File: config.mk
export PLATFORM = sky130hd
export DESIGN_NAME = instr_fetch_unit
export DESIGN_NICKNAME = d
export VERILOG_FILES = /design/src/rtl/instr_fetch_unit.sv
export SDC_FILE = /design/constraint.sdc
export NUM_CORES = 1
export LEC_CHECK = 0
export CORE_AREA = 2 2 134 136
export CTS_BUF_LIST = sky130_fd_sc_hd__clkbuf_8
export CTS_CLUSTER_DIAMETER = 80
export DETAILED_ROUTE_END_ITERATION = 16
export DIE_AREA = 0 0 136 138
export PLACE_DENSITY_LB_ADDON = 0.1
export SLEW_MARGIN = 20
export SYNTH_ARGS = -nofsm -noshare
export SYNTH_HDL_FRONTEND = slang
export SYNTH_SLANG_ARGS = --single-unit
File: constraint.sdc
create_clock -name clk_i -period 4.15 [get_ports clk_i]
set_input_delay 0.83 -clock clk_i [delete_from_list [all_inputs] [get_ports clk_i]]
set_output_delay 0.83 -clock clk_i [all_outputs]
set_load 0.05 [all_outputs]
File: src/rtl/instr_fetch_unit.sv
// -----------------------------------------------------------------------------
// instr_fetch_unit
//
// Sequential instruction-fetch front end. It requests one word at a time from
// a variable-latency instruction memory and buffers it until the datapath
// accepts it. It then picks the next PC from the decoder's jr / jump / branch
// controls and the ALU flags.
//
// Optional feature: define IFU_PERF_CNT_EN to add the fetch_cnt_o and
// redirect_cnt_o performance counters. They are absent by default.
//
// Ports
//   clk_i, rst_i            clock, asynchronous active-low reset
//   imem_req_o/addr_o       fetch request and address, held until imem_ack_i
//   imem_ack_i/rdata_i      read data valid strobe and instruction word
//   instr_valid_o/ready_i   buffered-instruction handshake with the datapath
//   instr_o, instr_op_o     buffered instruction and its opcode field
//   pc_o, pc_plus4_o        PC of the buffered instruction and PC+4 (jal link)
//   branch_i, branch_type_i decoder branch controls (00 beq 01 ble 10 blt 11 bnez)
//   jump_n_i, jr_i          active-low j/jal, jr
//   zero_i, neg_i           ALU zero / sign flags
//   rs_data_i               jr target
//   align_err_o             sticky misaligned-redirect flag; the unit halts
//   fetch_cnt_o             (IFU_PERF_CNT_EN) accepted instructions
//   redirect_cnt_o          (IFU_PERF_CNT_EN) accepts whose next PC != PC+4
// -----------------------------------------------------------------------------
module instr_fetch_unit #(
    parameter int                ADDR_W   = 32,
    parameter logic [ADDR_W-1:0] RESET_PC = '0
) (
    input  logic              clk_i,
    input  logic              rst_i,
    output logic              imem_req_o,
    output logic [ADDR_W-1:0] imem_addr_o,
    input  logic              imem_ack_i,
    input  logic [31:0]       imem_rdata_i,
    output logic              instr_valid_o,
    input  logic              instr_ready_i,
    output logic [31:0]       instr_o,
    output logic [5:0]        instr_op_o,
    output logic [ADDR_W-1:0] pc_o,
    output logic [ADDR_W-1:0] pc_plus4_o,
    input  logic              branch_i,
    input  logic [1:0]        branch_type_i,
    input  logic              jump_n_i,
    input  logic              jr_i,
    input  logic              zero_i,
    input  logic              neg_i,
    input  logic [31:0]       rs_data_i,
    output logic              align_err_o
`ifdef IFU_PERF_CNT_EN
    ,
    output logic [31:0]       fetch_cnt_o,
    output logic [31:0]       redirect_cnt_o
`endif
);

    typedef enum logic [1:0] {FETCH_REQ, WAIT_ACK, HOLD, HALT} state_e;

    state_e            state_q, state_d;
    logic [ADDR_W-1:0] pc_q, pc_d;          // fetch PC
    logic [ADDR_W-1:0] ipc_q, ipc_d;        // PC of the buffered instruction
    logic [31:0]       instr_q, instr_d;
    logic              req_q, req_d;
    logic              valid_q, valid_d;
    logic              err_q, err_d;

    logic [ADDR_W-1:0] pc_plus4;
    logic [ADDR_W-1:0] jump_target;
    logic [ADDR_W-1:0] branch_target;
    logic [ADDR_W-1:0] next_pc;
    logic              taken;
    logic              accept;

    // Redirect selection. It is evaluated every cycle but used only on accept.
    // NOTE: every signal driven here gets a default before any branch, so no
    // path can leave a value unassigned and infer a latch.
    always_comb begin
        pc_plus4      = ipc_q + ADDR_W'(4);
        jump_target   = {pc_plus4[ADDR_W-1:28], instr_q[25:0], 2'b00};
        branch_target = pc_plus4 + {{(ADDR_W-18){instr_q[15]}}, instr_q[15:0], 2'b00};
        taken         = 1'b0;
        unique case (branch_type_i)
            2'b00: taken = zero_i;
            2'b01: taken = zero_i | neg_i;
            2'b10: taken = neg_i & ~zero_i;
            2'b11: taken = ~zero_i;
        endcase
        next_pc = pc_plus4;
        if (jr_i)                 next_pc = rs_data_i[ADDR_W-1:0];
        else if (!jump_n_i)       next_pc = jump_target;
        else if (branch_i && taken) next_pc = branch_target;
    end

    // valid_q is set only in HOLD, so an accept can happen only there.
    assign accept = valid_q & instr_ready_i;

    always_comb begin
        state_d = state_q;
        pc_d    = pc_q;
        ipc_d   = ipc_q;
        instr_d = instr_q;
        req_d   = req_q;
        valid_d = valid_q;
        err_d   = err_q;
        unique case (state_q)
            FETCH_REQ: begin
                // The request is registered, so the reset cycle never requests.
                req_d   = 1'b1;
                state_d = WAIT_ACK;
            end
            WAIT_ACK: begin
                if (imem_ack_i) begin
                    instr_d = imem_rdata_i;
                    ipc_d   = pc_q;
                    valid_d = 1'b1;
                    req_d   = 1'b0;
                    state_d = HOLD;
                end
            end
            HOLD: begin
                if (accept) begin
                    pc_d    = next_pc;
                    valid_d = 1'b0;
                    if (next_pc[1:0] != 2'b00) begin
                        err_d   = 1'b1;
                        state_d = HALT;
                    end else begin
                        state_d = FETCH_REQ;
                    end
                end
            end
            HALT: begin
                req_d   = 1'b0;
                valid_d = 1'b0;
            end
        endcase
    end

    // NOTE: state registers use non-blocking assignments so every flop samples
    // the pre-edge values regardless of block ordering.
    always_ff @(posedge clk_i or negedge rst_i) begin
        if (!rst_i) begin
            state_q <= FETCH_REQ;
            pc_q    <= RESET_PC;
            ipc_q   <= RESET_PC;
            instr_q <= '0;
            req_q   <= 1'b0;
            valid_q <= 1'b0;
            err_q   <= 1'b0;
        end else begin
            state_q <= state_d;
            pc_q    <= pc_d;
            ipc_q   <= ipc_d;
            instr_q <= instr_d;
            req_q   <= req_d;
            valid_q <= valid_d;
            err_q   <= err_d;
        end
    end

`ifdef IFU_PERF_CNT_EN
    logic [31:0] fetch_cnt_q, redirect_cnt_q;

    always_ff @(posedge clk_i or negedge rst_i) begin
        if (!rst_i) begin
            fetch_cnt_q    <= '0;
            redirect_cnt_q <= '0;
        end else if (accept) begin
            fetch_cnt_q <= fetch_cnt_q + 32'd1;
            if (next_pc != pc_plus4) redirect_cnt_q <= redirect_cnt_q + 32'd1;
        end
    end

    assign fetch_cnt_o    = fetch_cnt_q;
    assign redirect_cnt_o = redirect_cnt_q;
`endif

    assign imem_req_o    = req_q;
    assign imem_addr_o   = pc_q;
    assign instr_valid_o = valid_q;
    assign instr_o       = instr_q;
    assign instr_op_o    = instr_q[31:26];
    assign pc_o          = ipc_q;
    assign pc_plus4_o    = pc_plus4;
    assign align_err_o   = err_q;

endmodule

## After elaboration in Yosys (flattened, before gate mapping)

Index checks and enable logic that the tools add are counted.

| operators by class | value |
|---|---|
| add/sub/neg operators | 2 |
| equal/unequal tests | 8 |
| multiplexer cells | 13 |
| bitwise operators | 4 |
| reduce and logical (&&, ||, !) cells | 13 |

Operators with widths:

| cell | number |
|---|---|
| $mux 32 | 3 |
| $add 32x3->32 const B | 1 |
| $add 32x32->32 | 1 |
| $reduce_and 3->1 | 3 |
| $reduce_bool 3->1 | 3 |
| $eq 2x2->1 const B | 4 |
| $mux 2 | 3 |
| $pmux 1 s3 | 2 |
| $pmux 2 s3 | 1 |
| $reduce_and 2->1 | 3 |
| $eq 2x1->1 const B | 2 |
| $logic_not 2->1 | 2 |
| $ne 2x2->1 const B | 2 |
| $pmux 1 s4 | 1 |
| $mux 1 | 3 |
| $and 1x1->1 | 2 |
| $reduce_bool 2->1 | 1 |
| $logic_and 1x1->1 | 1 |
| $not 1->1 | 1 |
| $or 1x1->1 | 1 |

| word-level totals | value |
|---|---|
| register bits | 101 |
| bits of input ports | 75 |
| output and inout port bits | 137 |
| word-level logic and storage cells | 47 |

## Depth between registers and ports, before layout

Gate-level depths: netlist of the first run.

| depth | value |
|---|---|
| depth after elaboration | 11 |
| mapped depth | 17 |
| mapped depth without buffers | 16 |

## Worst setup path after synthesis of the first run

OpenSTA, ideal clock, no wires.

| path | value |
|---|---|
| path type | reg-to-reg |
| start point | reg ipc_q[7] (netlist: pc_o[7]) |
| end point | reg pc_q[28] (netlist: imem_addr_o[28]) |
| arrival time | 4,495 ps |
| slack | -487 ps |
| cell stages (with the launch flop) | 18 |
| buffers on the path | 1 |
| path through | dfrtp_1 and3_1 nand4_1 or2_1 clkbuf_1 nor3_2 xor2_1 ha_1 a21oi_1 o21bai_1 a21oi_1 nand3b_1 o21ai_1 o21ai_1 a21o_1 a2111oi_0 a31o_2 o221ai_1 |

| on the way | value |
|---|---|
| word-level cells in the longest chain between the ends | 5 |

Ends and longest elaborated chain:

| element | RTL line | source |
|---|---|---|
| from (decl) | 62 | `logic [ADDR_W-1:0] ipc_q, ipc_d;` |
| from (signal assigned) | 154 | `ipc_q <= ipc_d;` |
| $add 32x3->32 | 79 | `pc_plus4 = ipc_q + ADDR_W'(4);` |
| named net pc_plus4_o[17] | 42 | `output logic [ADDR_W-1:0] pc_plus4_o,` |
| $add 32x32->32 | 81 | `branch_target = pc_plus4 + {{(ADDR_W-18){instr_q[15]}}, instr_q[15:0], 2'b00};` |
| $mux 32 | 92 | `else if (branch_i && taken) next_pc = branch_target;` |
| $mux 32 | 91 | `else if (!jump_n_i) next_pc = jump_target;` |
| $mux 32 | 90 | `if (jr_i) next_pc = rs_data_i[ADDR_W-1:0];` |
| to (signal assigned) | 153 | `pc_q <= pc_d;` |
| to (decl) | 61 | `logic [ADDR_W-1:0] pc_q, pc_d;` |

The timed path passes the listed nets, and every way through them passes these cells.
A chain may end at the register's enable or synchronous reset.

## Worst setup path in the final report of the first run

| path | value |
|---|---|
| start point | reg ipc_q[14] (netlist: pc_o[14]) |
| end point | out pc_plus4_o[28] |

| on the way | value |
|---|---|
| word-level cells in the longest chain between the ends | 1 |

Ends and longest elaborated chain:

| element | RTL line |
|---|---|
| $add 32x3->32 | 79 |
| to (decl) | 42 |

Every way passes these cells.

==> results of run 1 <==
## routing by layer
metal	up-vias	GRT usage	part of all wire
met5	-	0	0
met4	0	0.0559	0.014
met3	19	0.0418	0.053
met2	196	0.391	0.49
met1	3045	0.311	0.45
li1	3014	-	-
## state kept, by name (all words and copies together) (netlist names)
register	count
pc_o	32
instr_o	32
imem_addr_o	32
state_q	2
align_err_o	1
imem_req_o	1
instr_valid_o	1
## metrics by stage
| step | std cells | worst slack, ns | util | cell area [µm²] | TNS (ns) |
|---|---|---|---|---|---|
| global placement | 1144 | 0.314 | 0.530 | 9290 | 0 |
| CTS | 1160 | 0.00859 | 0.542 | 9500 | 0 |
| floorplan | 735 | 0.0463 | - | 7000 | 0 |
| finish | 1160 | 0.202 | 0.544 | 9530 | 0 |
| detailed placement | 1144 | 0.222 | 0.530 | 9290 | 0 |
| global route | 1160 | -0.0400 | 0.544 | 9530 | -0.0400 |
## cells by family (layout without fill, tap and decap cells)
logic type,count (synthesis),after routing,share of synthesized area
compound gates,199,199,0.185
xor+xnor,49,49,0.0633
fa+ha+maj,43,43,0.0805
buf+inv,54,250,0.0345
flops,101,101,0.373
mux,67,67,0.111
simple gates,222,222,0.153
## synth_stat cells, types with 5 or more instances
cell and instances:
clkbuf_1 34, nand2_1 80, nor2_1 59, a31oi_1 6, a21oi_1 57, mux2_2 64, a211o_1 5, dfrtp_1 101
o211ai_1 9, xnor2_1 36, a21o_1 19, o21ai_0 44, nand3b_1 5, xor2_1 13, nand4_1 9, o31ai_1 5
inv_1 11, a311oi_1 8, nand3_1 23, o21ai_1 15, ha_1 42, a211oi_1 7, buf_4 8, and3_1 18
## how the worst min path moves through the flow
stage                       end  slack [ns]
finish              align_err_o        0.48
global route        align_err_o        0.50
CTS                 align_err_o        0.49
detailed placement  align_err_o        0.47
global placement    align_err_o        0.46
floorplan           align_err_o        0.53
## repair_timing
action / CTS / global route
endpoints found under the setup margin: 0 / 9
gates resized for setup: 0 / 10
setup buffers: 0 / 0
hold buffers: 0 / 0
## critical path, delay by kind of cell (launching register included)
| kind | cells | cell delay (ns) |
|---|---|---|
| XOR/XNOR | 1 | 0.22 |
| buffers and inverters | 1 | 0.85 |
| flip-flops | 1 | 0.56 |
| AND/OR/NAND/NOR | 5 | 1.11 |
## area by class of cell
type | count | share of cell area
sequential | 101 | 0.266
multi-input combinational | 580 | 0.446
tap | 229 | 0.0301
clock inverter | 6 | 0.00722
inverter | 11 | 0.00433
clock buffer | 10 | 0.0144
timing repair buffer | 223 | 0.232
## placed cells by master (no fill, tap or decap), types with 10 or more instances in the layout
cell / count
a21o_1: 19
clkbuf_8: 10
a21oi_1: 57
and3_1: 18
o21ai_0: 44
xnor2_1: 22
ha_1: 42
dfrtp_1: 95
buf_4: 12
nand3_1: 22
clkdlybuf4s50_1: 201
mux2_2: 64
inv_1: 11
xnor2_2: 12
nor2_1: 59
nand2_1: 79
o21ai_1: 15
==> results.sh, run 1 <==
export IMPL_area_growth_pct=40.7
export IMPL_cp_common_cell="nor2_1"
export IMPL_post_drt_wl_per_cell_um=18.8
export IMPL_drc_errors=0
export IMPL_path_clk_slew_ns=0.11
export IMPL_relSlewSlack=0.380
export IMPL_drt_iter0_drc=361
export IMPL_tightest_slew_ns=0.931
export IMPL_clk_latency_ns=0.39
export IMPL_path_class="flip-flop to primary output"
export IMPL_dieArea_mm2=0.0188
export IMPL_viasPerCell=5.41
export IMPL_crit_start="pc_o[14]"
export IMPL_wirelength_mm=21.8
export IMPL_antenna_cells=0
export IMPL_skew_ns=0.0141
export IMPL_tritoncts="done"
export IMPL_synth_enable_flop_cells=0
export IMPL_hold_class="flip-flop to flip-flop"
export IMPL_hold_start="align_err_o"
export IMPL_r2r_cells=15
export IMPL_syn_nets=853
export IMPL_grt_pass1_wl_mm=34.3
export IMPL_dp_hpwl_mm=16.2
export IMPL_netlist_area_leader_share=0.373
export IMPL_clk_path_buf_depth=2
export IMPL_synth_seq_area_share=0.373
export IMPL_start_util=0.386
export IMPL_multi_input_area_mm2=0.00425
export IMPL_first_pass_iters=7
export IMPL_grtUsageTotal=0.233
export IMPL_final_setup_viol_count=0
export IMPL_synthCells=735
export IMPL_timing_hold_ws_ns=0.477
export IMPL_antenna_found_initial=1
export IMPL_cpMaxStageDelayCell="clkdlybuf4s50_1"
export IMPL_grt_overflow_total=0
export IMPL_port_buffers=211
export IMPL_status="completed"
export IMPL_seqCellArea_mm2=0.00253
export IMPL_r2r_start="pc_o[2]"
export IMPL_grt_pass1_vias=6345
export IMPL_final_nets=1044
export IMPL_synth_seq_cells=101
export IMPL_finalCritPeriodShare=0.951
export IMPL_finalCriticalPeriod_ns=3.95
export IMPL_synth_cell_types=55
export IMPL_syn_avg_cell_area_um2=9.22
export IMPL_synth_area_top_cells="dfrtp_1 37%, mux2_2 11%, ha_1 7.8%"
export IMPL_ys_flop_type="dfrtp_1"
export IMPL_fillers=1582
export IMPL_setup_worst_path_end="pc_plus4_o[28]"
export IMPL_r2r_end="imem_addr_o[29]"
export IMPL_clock_sinks=101
export IMPL_ctsHtreeMaxLevel=3
export IMPL_worst_path_largest_cell_delay_ns=0.85
export IMPL_core_mm2=0.0175
export IMPL_die_w_um=136
export IMPL_grt_max_degree=87
export IMPL_reg2reg_slack_ns=0.23
export IMPL_cts_root_buf="clkbuf_8"
export IMPL_crit_required_ns=3.32
export IMPL_critPathLaunchType="flip-flop"
export IMPL_drive_gt1_frac=0.145
export IMPL_drv_slew=0
export IMPL_crit_chain="nand2_1 -> nor2_1 -> nand3_1 -> nand2b_1 -> nor2_1 -> xor2_2 -> clkdlybuf4s50_1"
export IMPL_max_clock_freq_mhz=253
export IMPL_cap_violations=0
export IMPL_holdPathStages=1
export IMPL_synthArstFlopShare=1.00
export IMPL_numCtsBuffers=9
export IMPL_yosys_warnings=0
export IMPL_crit_fanout=5
export IMPL_ios=212
export IMPL_syn_area_mm2=0.00678
export IMPL_hold_viol_final=0
export IMPL_synth_area_leader_cell="dfrtp_1"
export IMPL_rows=49
export IMPL_arrival_ns=3.12
export IMPL_vias=6274
export IMPL_chipHeight_um=138
export IMPL_endpoint_kind="primary output"
export IMPL_ant_nets=0
export IMPL_place_gp_congestion=0.917
Power of run 1 is left out: the tool's default activity adds up to more than one toggle a clock period on the data nets, which glitch-free logic cannot reach.
==> run 2, diff against run 1 <==
CORE_AREA = 2 2 149 122   (was 2 2 134 136)
DIE_AREA = 0 0 151 124   (was 0 0 136 138)
==> run 2 against run 1 <==
Net effect:
- maximum frequency increased by 0.42%
- critical endpoint is now pc_plus4_o[23]
- wire length increased by 3.8%
- first-iteration DRC count increased by 7.8%
- critical path type unchanged
- sequential cell count unchanged
==> results.sh, run 2 (synthesized netlist as in run 1, its figures left out) <==
export IMPL_final_nets=1047
export IMPL_dieArea_mm2=0.0187
export IMPL_first_pass_iters=4
export IMPL_antenna_found_initial=0
export IMPL_fillers=1529
export IMPL_start_util=0.396
export IMPL_timing_hold_ws_ns=0.476
export IMPL_viasPerCell=5.45
export IMPL_hold_class="flip-flop to flip-flop"
export IMPL_grt_overflow_total=0
export IMPL_rsz0062_at_grt="true"
export IMPL_max_clock_freq_mhz=254
export IMPL_ctsHtreeMaxLevel=3
export IMPL_grt_pass1_wl_mm=34.8
export IMPL_core_mm2=0.0171
export IMPL_drv_slew=0
export IMPL_place_inst=1142
export IMPL_grt_pass1_vias=6258
export IMPL_drive_gt1_frac=0.152
export IMPL_dp_hpwl_mm=17.1
export IMPL_path_class="flip-flop to primary output"
export IMPL_chipHeight_um=124
export IMPL_tritoncts="done"
export IMPL_hold_viol_final=0
export IMPL_drc_errors=0
export IMPL_setup_tns_ns=0
export IMPL_cts_hold_buffers=0
export IMPL_post_drt_wl_per_cell_um=19.5
export IMPL_multi_input_area_mm2=0.00427
export IMPL_seqCellArea_mm2=0.00253
export IMPL_wirelength_mm=22.6
export IMPL_final_cells=1160
export IMPL_area_growth_pct=41.3
export IMPL_arrival_ns=3.10
export IMPL_place_gp_congestion=0.930
export IMPL_critPathLaunchType="flip-flop"
export IMPL_skew_ns=0.0191
export IMPL_path_clk_slew_ns=0.12
export IMPL_grt_max_degree=68
export IMPL_drt_iter0_drc=389
export IMPL_cts_root_buf="clkbuf_8"
export IMPL_crit_fanout=5
export IMPL_die_w_um=151
export IMPL_ios=212
export IMPL_cap_violations=0
export IMPL_vias=6318
export IMPL_tightest_slew_ns=0.930
export IMPL_layout_common_cells="200 x clkdlybuf4s50_1, 95 x dfrtp_1, 79 x nand2_1"
export IMPL_port_buffers=211
export IMPL_finalCriticalPeriod_ns=3.93
export IMPL_ant_nets=0
export IMPL_clock_sinks=101
export IMPL_crit_required_ns=3.32
export IMPL_final_setup_viol_count=0
export IMPL_rows=43
export IMPL_endpoint_kind="primary output"
export IMPL_finalCritPeriodShare=0.947
export IMPL_final_common_cell="clkdlybuf4s50_1"
export IMPL_grtUsageTotal=0.244
export IMPL_clk_latency_ns=0.40
export IMPL_numCtsBuffers=9
export IMPL_clk_path_buf_depth=2
export IMPL_relSlewSlack=0.380
export IMPL_status="completed"
-- run 2: cell types whose count changed in the layout (fill, tap and decap cells not counted), sizes merged --
cell	previous run	this run
dlygate4sd2	0	2
dlymetal6s2s	7	6
clkdlybuf4s50	201	200
clkinvlp	1	0
clkbuf	10	9
diode	0	1
buf	15	18
inv	13	15
-- run 2: area by class of cell --
type	instances	area share
inverter	11	0.00431
tap	225	0.0294
timing repair buffer	226	0.232
clock buffer	9	0.0129
sequential	101	0.265
clock inverter	7	0.0105
antenna	1	0.000261
multi-input combinational	580	0.446
-- run 2: final timing paths --
path / startpoint / to / slack [ns] / depth (start not counted)
setup / recovery: pc_o[8] / pc_plus4_o[23] / 0.22 / 6
hold reg to reg: align_err_o / align_err_o / 0.48 / 1
min in group asynchronous: rst_i / pc_o[16] / 0.54 / 1
max in group asynchronous: rst_i / instr_o[23] / 2.77 / 2
setup reg to reg: pc_o[8] / imem_addr_o[29] / 0.25 / 15
hold / removal: align_err_o / align_err_o / 0.48 / 1
-- run 2: through the flow --
step	setup slack, ns	cell area, µm²	util
CTS	0.0477	9530	0.557
detailed placement	0.226	9300	0.544
global placement	0.331	9300	0.544
floorplan	0.0463	7000	-
global route	-0.00433	9580	0.560
finish	0.218	9580	0.560
-- run 2: metal layers --
layer  track usage  up-vias  part of all wire
li1              -     3036                 -
met1         0.356     3081              0.48
met2         0.370      185              0.45
met3        0.0590       16             0.063
met4        0.0461        0            0.0094
met5             0        -                 0
-- run 2: critical path: stages (launching register included) --
cell and delay (ns):
dfrtp_2 0.43, and3_1 0.23, nand4_1 0.17, or2_4 0.33, nor2_2 0.28, xnor2_1 0.33, clkdlybuf4s50_1 0.91
-- run 2: what timing repair did --
action                     CTS  global route
gates cloned                 0             0
buffers inserted             0             1
setup endpoints to repair    2            10
pin swaps                    0             2
resized for setup            2            12
Power of run 2 is left out for the same reason.
